File: src/rtl/muldiv_pkg.sv
// Shared encodings, sequencer states and arithmetic helpers for the EX-stage
// multiply/divide unit.
package muldiv_pkg;

   localparam int WIDTH     = 32;
   localparam int DIV_ITERS = 32;

   typedef enum logic [1:0] {
      MULDIV_OP_MULT  = 2'd0,
      MULDIV_OP_MULTU = 2'd1,
      MULDIV_OP_DIV   = 2'd2,
      MULDIV_OP_DIVU  = 2'd3
   } muldiv_op_e;

   typedef enum logic [1:0] {
      IDLE = 2'd0,
      DIV  = 2'd1,
      DONE = 2'd2
   } muldiv_state_e;

   // Extending both operands to 2*WIDTH makes the low half of an unsigned
   // multiply equal to the signed or unsigned full product.
   function automatic logic [2*WIDTH-1:0] mul_full(input logic [WIDTH-1:0] a,
                                                   input logic [WIDTH-1:0] b,
                                                   input logic             is_signed);
      logic [2*WIDTH-1:0] ax;
      logic [2*WIDTH-1:0] bx;
      ax = {{WIDTH{is_signed & a[WIDTH-1]}}, a};
      bx = {{WIDTH{is_signed & b[WIDTH-1]}}, b};
      return ax * bx;
   endfunction

   function automatic logic [WIDTH-1:0] magnitude(input logic [WIDTH-1:0] v,
                                                  input logic             is_signed);
      return (is_signed && v[WIDTH-1]) ? -v : v;
   endfunction

endpackage

File: src/rtl/div_radix2_step.sv
// One restoring-division step: shift in the next dividend bit, trial-subtract
// the divisor and keep the difference when it does not go negative.
module div_radix2_step
   import muldiv_pkg::*;
(
   input  logic [WIDTH-1:0] rem_i,
   input  logic             bit_i,
   input  logic [WIDTH-1:0] divisor_i,
   output logic [WIDTH-1:0] rem_o,
   output logic             q_o
);

   logic [WIDTH:0] shifted;
   logic [WIDTH:0] diff;

   // The partial remainder is always below the divisor, so one extra bit is
   // enough for both the shifted value and the borrow of the trial subtract.
   assign shifted = {rem_i, bit_i};
   assign diff    = shifted - {1'b0, divisor_i};
   assign q_o     = ~diff[WIDTH];
   assign rem_o   = q_o ? diff[WIDTH-1:0] : shifted[WIDTH-1:0];

endmodule

File: src/rtl/muldiv_ctrl.sv
// MULT/MULTU/DIV/DIVU sequencer: single-cycle registered multiply or 32-step
// restoring divide, stalling EX until HI/LO is written.
module muldiv_ctrl
   import muldiv_pkg::*;
#(
   parameter int WIDTH = 32
) (
   input  logic             clk,
   input  logic             rst,
   input  logic             start_i,
   input  logic [1:0]       op_i,
   input  logic [WIDTH-1:0] a_i,
   input  logic [WIDTH-1:0] b_i,
   input  logic             flush_i,
   output logic             stall_o,
   output logic             done_o,
   output logic             hilo_we_o,
   output logic [WIDTH-1:0] hi_o,
   output logic [WIDTH-1:0] lo_o
);

   muldiv_state_e    state, state_nxt;
   muldiv_op_e       op;
   logic [4:0]       count;
   logic [WIDTH-1:0] rem, dvd, divisor, a_lat;
   logic             q_neg, r_neg, div_zero;
   logic             accept, is_mul, is_signed, last_iter;
   logic [WIDTH-1:0] rem_step, quo_final;
   logic             q_bit;

   assign op        = muldiv_op_e'(op_i);
   assign is_mul    = (op == MULDIV_OP_MULT) || (op == MULDIV_OP_MULTU);
   assign is_signed = (op == MULDIV_OP_MULT) || (op == MULDIV_OP_DIV);
   assign accept    = (state == IDLE) && start_i && !flush_i;
   assign last_iter = (state == DIV) && (count == 5'(DIV_ITERS - 1));

   // dvd shifts the dividend out MSB-first while quotient bits shift in at
   // the bottom; after the last step it holds the quotient magnitude.
   div_radix2_step u_step (
      .rem_i     (rem),
      .bit_i     (dvd[WIDTH-1]),
      .divisor_i (divisor),
      .rem_o     (rem_step),
      .q_o       (q_bit)
   );

   assign quo_final = {dvd[WIDTH-2:0], q_bit};

   // NOTE: every output of this block gets a default first, so no path through
   // the case statement leaves a signal unassigned and infers a latch.
   always_comb begin
      state_nxt = state;
      stall_o   = 1'b0;
      done_o    = 1'b0;
      case (state)
         IDLE: begin
            if (accept) begin
               stall_o   = 1'b1;
               state_nxt = is_mul ? DONE : DIV;
            end
         end
         DIV: begin
            stall_o = 1'b1;
            if (last_iter) state_nxt = DONE;
         end
         DONE: begin
            done_o    = !flush_i;
            state_nxt = IDLE;
         end
         default: state_nxt = IDLE;
      endcase
      if (flush_i) state_nxt = IDLE;
   end

   assign hilo_we_o = done_o;

   // NOTE: registers are updated with non-blocking assignments so every
   // flop samples the pre-edge value of its inputs, independent of order.
   always_ff @(posedge clk or posedge rst) begin
      if (rst) state <= IDLE;
      else     state <= state_nxt;
   end

   // NOTE: the whole datapath is reset, not just HI/LO, so a reset in the
   // middle of a divide leaves no stale operand or sign state behind.
   always_ff @(posedge clk or posedge rst) begin
      if (rst) begin
         count    <= '0;
         rem      <= '0;
         dvd      <= '0;
         divisor  <= '0;
         a_lat    <= '0;
         q_neg    <= 1'b0;
         r_neg    <= 1'b0;
         div_zero <= 1'b0;
         hi_o     <= '0;
         lo_o     <= '0;
      end else if (accept) begin
         if (is_mul) begin
            {hi_o, lo_o} <= mul_full(a_i, b_i, is_signed);
         end else begin
            dvd      <= magnitude(a_i, is_signed);
            divisor  <= magnitude(b_i, is_signed);
            a_lat    <= a_i;
            q_neg    <= is_signed && (a_i[WIDTH-1] ^ b_i[WIDTH-1]);
            r_neg    <= is_signed && a_i[WIDTH-1];
            div_zero <= (b_i == '0);
            count    <= '0;
            rem      <= '0;
         end
      end else if ((state == DIV) && !flush_i) begin
         rem   <= rem_step;
         dvd   <= quo_final;
         count <= count + 5'd1;
         if (last_iter) begin
            if (div_zero) begin
               hi_o <= a_lat;
               lo_o <= '1;
            end else begin
               hi_o <= r_neg ? -rem_step : rem_step;
               lo_o <= q_neg ? -quo_final : quo_final;
            end
         end
      end
   end

endmodule

File: config.mk
export PLATFORM = sky130hd
export DESIGN_NAME = muldiv_ctrl
export DESIGN_NICKNAME = d
export VERILOG_FILES = /design/src/rtl/muldiv_pkg.sv /design/src/rtl/div_radix2_step.sv /design/src/rtl/muldiv_ctrl.sv
export SDC_FILE = /design/constraint.sdc
export NUM_CORES = 2
export LEC_CHECK = 0
export ABC_AREA = 0
export ABC_CLOCK_PERIOD_IN_PS = 19700
export CAP_MARGIN = 20
export CORE_ASPECT_RATIO = 0.75
export CORE_MARGIN = 8
export CORE_UTILIZATION = 40
export DETAILED_ROUTE_END_ITERATION = 10
export PLACE_DENSITY_LB_ADDON = 0.1
export SYNTH_ARGS = -nofsm -noshare
export SYNTH_HDL_FRONTEND = slang
export SYNTH_SLANG_ARGS = --single-unit
File: constraint.sdc
create_clock -name clk -period 19.7 [get_ports clk]
set_input_delay 3.94 -clock clk [delete_from_list [all_inputs] [get_ports clk]]
set_output_delay 3.94 -clock clk [all_outputs]
set_load 0.05 [all_outputs]
Yosys cells after proc, flatten, opt, wreduce, memory -nomap -nowiden
Index checks and enable logic that the tools add are counted.
Word-level totals
  register bits: 202
  latch bits: 0
  RAM bits: 0
  ROM bits: 0
  input bits: 70
  output and inout port bits: 67
  logic and storage cells: 83
  memories kept: 0
Cells by class
  add/sub/neg operators: 6
  multiply operators: 1
  div/mod/pow operators: 0
  $lt $le $gt $ge: 0
  equal/unequal tests: 9
  shift-type cells: 0
  muxes and demuxes: 32
  bitwise logic cells: 5
  reduce and logical (&&, ||, !) cells: 19
Operator list (count)
  $mux W32: 21
  $neg A32 Y32: 4
  $mul A33 B33 Y64: 1
  $sub A33 B32 Y33: 1
  $logic_not A32 Y1: 1
  $mux W5: 3
  $mux W2: 4
  $logic_and A1 B1 Y1: 7
  $ne A3 B3 Y1 const B: 2
  $reduce_and A2 Y1: 3
  $add A5 B1 Y5 const B: 1
  $eq A5 B5 Y1 const B: 1
  $eq A2 B1 Y1 const B: 2
  $eq A2 B2 Y1 const B: 2
  $logic_not A2 Y1: 2
  $pmux W2 S2: 1
  $reduce_bool A2 Y1: 2
  $reduce_and A3 Y1: 1
  $and A1 B1 Y1: 2
  $logic_or A1 B1 Y1: 2
  $mux W1: 2
  $ne A2 B1 Y1 const B: 1
  $ne A2 B2 Y1 const B: 1
  $not A1 Y1: 2
  3 further kinds: 3

Depth between registers and ports, before layout
  depth in word-level cells: 8
  gate-level depth with buffers: 33
  gate-level depth less buffers: 29

Hierarchy
From an unflattened synthesis, not the netlist that was laid out.
Second synthesis, totals
  cell total of the unflattened synthesis: 5888
  area total of the unflattened synthesis: 51426.8 µm²
By module, submodules not included
  muldiv_ctrl: instances 1, cells an instance 5580, area each 49120.9 µm², seq. area each 5054.8 µm²
  div_radix2_step: instances 1, cells an instance 308, area each 2306.0 µm², seq. area each 0.0 µm²

Worst setup path before layout
OpenSTA, ideal clock, no wires.
  kind: in2reg
  from: in a_i[31]
  to: reg hi_o[30]
  setup time: 123 ps
  arrival: 12219 ps
  data required time: 19577 ps
  setup slack: 7358 ps
  stages: 30
  buffers on the path: 3
  path through: clkbuf_1 nor2b_1 clkbuf_1 buf_1 nand2_1 inv_1 fa_1 inv_1 fa_1 inv_1 fa_1 fa_1 inv_1 fa_1 inv_1 fa_1 inv_1 fa_1 fa_1 inv_1 ha_1 and3_1 a221o_1 a21o_1 a21o_1 a211oi_1 a31oi_1 a311oi_1 mux2i_1 a21oi_1
On the way
  longest elaborated chain between the ends: 4
RTL lines
  start: declaration: line muldiv_ctrl.sv:12  | input logic [WIDTH-1:0] a_i,
  $and A1 B1 Y1: line muldiv_pkg.sv:28  | ax = {{WIDTH{is_signed & a[WIDTH-1]}}, a};
  $mul A33 B33 Y64 (*): line muldiv_pkg.sv:30  | return ax * bx;
  $mux W32 (*): line muldiv_ctrl.sv:99  | if (is_mul) begin
  $mux W32 (*): line muldiv_ctrl.sv:98  | end else if (accept) begin
  end signal: assignment: line muldiv_ctrl.sv:100  | {hi_o, lo_o} <= mul_full(a_i, b_i, is_signed);
  end signal: assignment: line muldiv_ctrl.sv:117  | hi_o <= a_lat;
  end signal: assignment: line muldiv_ctrl.sv:120  | hi_o <= r_neg ? -rem_step : rem_step;
  end: declaration: line muldiv_ctrl.sv:18  | output logic [WIDTH-1:0] hi_o,
Mark *: on every way between the ends. The rest lies on a longest branch, timed or not. The select of a mux whose other input is x is not followed.
A chain may end at the register's enable or synchronous reset.

Worst setup path in the final report
  from: in op_i[0]
  to: reg hi_o[30]
On the way
  longest elaborated chain between the ends: 6
  elaborated cells on any way between the ends: 12
  those cells by class: mul (1); eq/ne (3); mux (2); bitwise (2); reduce/logical (4)
RTL lines
  start: declaration: line muldiv_ctrl.sv:11  | input logic [1:0] op_i,
  $eq A2 B2 Y1 / $logic_not A2 Y1 (equally long branches): line muldiv_ctrl.sv:33, muldiv_ctrl.sv:32
  $logic_or A1 B1 Y1: line muldiv_ctrl.sv:33  | assign is_signed = (op == MULDIV_OP_MULT) || (op == MULDIV_OP_DIV);
  $and A1 B1 Y1, on equally long branches: line muldiv_pkg.sv:28, muldiv_pkg.sv:29
  $mul A33 B33 Y64: line muldiv_pkg.sv:30
  $mux W32: line muldiv_ctrl.sv:99
  $mux W32: line muldiv_ctrl.sv:98
Parallel ways exist; a longest one is shown, timed or not. The select of a mux whose other input is x is not followed.

==> results by group <==
Layout
  – Area growth from synthesis to layout: 6.464%
  – Total Nets Final: roughly 7300
  – Finished Cell Area: approximately 56000 um2
  – Filler cells: 13040
  – Proportion of layout cells with a drive suffix above 1: 0.04028

Run status
  – Run status: complete, no violations

Clocking
  – Setup Fix Bufs, Post-CTS: 0
  – CTS tree: yes
  – Post-CTS sizing: 0
  – CTS Sinks: 202
  – # H-tree levels: 1
  – Root Buffer: clkbuf_16
  – Clk Latency, worst-skew pair: about 0.58 ns
  – Hold Buf Count CTS: 0
  – TritonCTS buffer count: 21
  – Clock Path Buffers: 3
  – Clk slew on worst S/H paths: 0.08 ns

Worst setup path
  – Crit-path max cell delay: 0.89 ns
  – Worst Path Max Fanout: 48
  – CP Capture Type: flop
  – Critical Path Most Common Cell: fa_1
  – Arr. time, crit path: 13.79 ns
  – Critical Path RT: 20.16 ns
  – CP startpoint kind: input port
  – Worst Path Class, Setup: in -> reg
  – Slowest cell on the critical path: fa_1

STA
  – PnR worst setup slack: roughly 6.4 ns
  – Setup_tns: 0 ns
  – Rel. slew slack: 0.2159
  – Final Slew Violations: 0
  – Fmax achieved: around 75 MHz
  – Final hold viol count: 0
  – Hold slack: 0.4705 ns
  – Tcrit/Tclk final: 0.6764
  – Final setup fails: 0
  – Layout Skew: 0.01911 ns
  – RSZ-0062 raised after global routing: no
  – Tmin final: roughly 13 ns
  – Least-Margin Pin Slew: approximately 1.2 ns

Floorplanning
  – Die extent in y: approximately 330 um
  – Initial Util: 0.4038
  – Io pins: 137
  – Die W: 433.1 um
  – Total die area: 142400 um2
  – Row count: 114
  – Core area: 129200 um2

Route
  – DR vias: 40790
  – Vias per cell: 5.362
  – Wire length per cell: 23.27 um
  – Met2 Routed Length: 80970 um
  – Router iterations before antenna repair: 6
  – Routed WL: roughly 180000 um
  – 1st-iter DRT viols: roughly 3500
  – Drt drc: 0
  – Routed Antenna Nets: 0
  – Routed metal-1 wirelength: 78490 um
  – Max layer used: met4
  – Met3 WL post-DR: about 12000 um

Yosys
  – Syn avg cell area: 8.731 um2
  – Leading area contributor after synthesis: fa_1
  – Syn nets: about 7400
  – Post-synth EDFFs: 0
  – Top area cells in the synthesized netlist: fa_1 43%, dfrtp_1 9.7%, inv_1 8.6%
  – Synth top area share: 0.4319
  – Main synth FF type: dfrtp_1
  – Asr flop ratio synth: 1.000
  – Yosys warns: 0
  – Seq cells post-synth: a little over 200
  – Share of the yosys chip area belonging to registers: 0.09686
  – Synth cell types: slightly above 90
  – Post-Syn Area: ~52000 um2
  – Most frequent cells after synthesis: 1190 x inv_1, 1126 x fa_1, 959 x nand2_1, 370 x and2_1, 322 x clkbuf_1
  – Count leader, synth: inv_1
  – Cells after synthesis: between 5000 and 6000

Global route
  – First-pass GRT wire length: 273000 um
  – Vias in the first global route: around 43000
  – Pin count of the biggest net entering global routing: 95
  – Antenna violations before repair: 15
  – Grt ovf: 0
  – Gr usage total: 0.2503

Placement
  – Routability cong.: about 0.9
  – Placed cell area: 54710 um2
  – Port buffer count: 136
  – Place WS: between 5 and 6 ns
  – HPWL after DPL: 131700 um

Flow run
  – Maxcap violations: 0

Hold path
  – Hold Path Class: reg -> reg
[final timing paths]
check / to / cells after the start / slack, ns / start
hold / removal: lo_o[11]$_DFFE_PP0P_ / 2 / 0.47 / lo_o[11]$_DFFE_PP0P_
min in group asynchronous: rem[17]$_DFFE_PP0P_ / 2 / 3.88 / rst
setup / recovery: hi_o[30]$_DFFE_PP0P_ / 29 / 6.38 / op_i[0]
max in group asynchronous: dvd[24]$_DFFE_PP0P_ / 3 / 14.39 / rst
hold reg to reg: lo_o[11]$_DFFE_PP0P_ / 2 / 0.47 / lo_o[11]$_DFFE_PP0P_
setup reg to reg: hi_o[20]$_DFFE_PP0P_ / 22 / 12.66 / dvd[31]$_DFFE_PP0P_
[state kept, by name (all words and copies together) (netlist names)]
| register | cells |
|---|---|
| dvd | 32 |
| state | 2 |
| r_neg | 1 |
| divisor | 32 |
| div_zero | 1 |
| q_neg | 1 |
| lo_o | 32 |
| hi_o | 32 |
| a_lat | 32 |
| rem | 32 |
| count | 5 |
[area by class of cell]
type,count,area (um2),area share
clock inverter,15,232.7,0.004189
tap,1740,2177,0.03918
inverter,1192,4486,0.08073
multi-input combinational,4196,41200,0.7416
timing repair buffer,231,1832,0.03297
antenna,9,22.52,0.0004054
clock buffer,23,553.0,0.009954
sequential,202,5055,0.09098
[critical path, delay by kind of cell]
family,cells,cell delay [ns]
simple gates,3,0.64
buf+inv,9,2.31
compound gates,7,1.96
fa+ha+maj,9,4.67
mux,1,0.23
[kinds of logic after synthesis]
logic type / count (synthesis) / synth area share
AO/OA/AOI/OAI: 751 / 0.09161
AND/OR/NAND/NOR: 1827 / 0.1634
flip-flops: 202 / 0.09686
adder cells (fa/ha/maj): 1377 / 0.4921
buffers and inverters: 1579 / 0.1143
multiplexers: 40 / 0.008056
XOR/XNOR: 201 / 0.03373
[layer usage]
layer,track usage,up-vias
met5,0,-
met4,0.06203,0
met3,0.03498,215
met2,0.4022,1305
met1,0.3580,21370
li1,-,17900
[per-stage QoR]
stage / utilization / cells
6_report: 0.4299 / 7608
5_1_grt: 0.4299 / 7604
4_1_cts: 0.4294 / 7597
3_5_place_dp: 0.4233 / 7559
3_3_place_gp: 0.4233 / 7559
2_1_floorplan: - / 5977
[placed cells by master, fill, tap and decap left out, types with 9 or more instances in the layout]
master,instances
o21bai_1,16
nand2b_1,27
nand2_1,958
fa_1,1126
or3_1,18
buf_2,55
xor2_1,72
ha_1,251
dfrtp_1,202
or4_1,9
buf_4,93
inv_1,1188
nor4_1,16
a31oi_1,26
o21ai_0,210
o211ai_1,22
nand3_1,78
a21oi_1,182
nor2b_1,14
a211oi_1,28
o21a_1,16
nand4_1,20
xnor2_1,129
and3_1,20
diode_2,9
o31ai_1,26
nor2_1,198
a2111oi_0,10
mux2i_1,33
clkbuf_16,21
and2_1,369
o22ai_1,33
a22oi_1,35
a21o_1,51
or2_2,9
nor3_1,39
clkdlybuf4s50_1,81
Power is not shown: default switching activity piles up to over one toggle a cycle in this logic, so the estimate is an artifact.
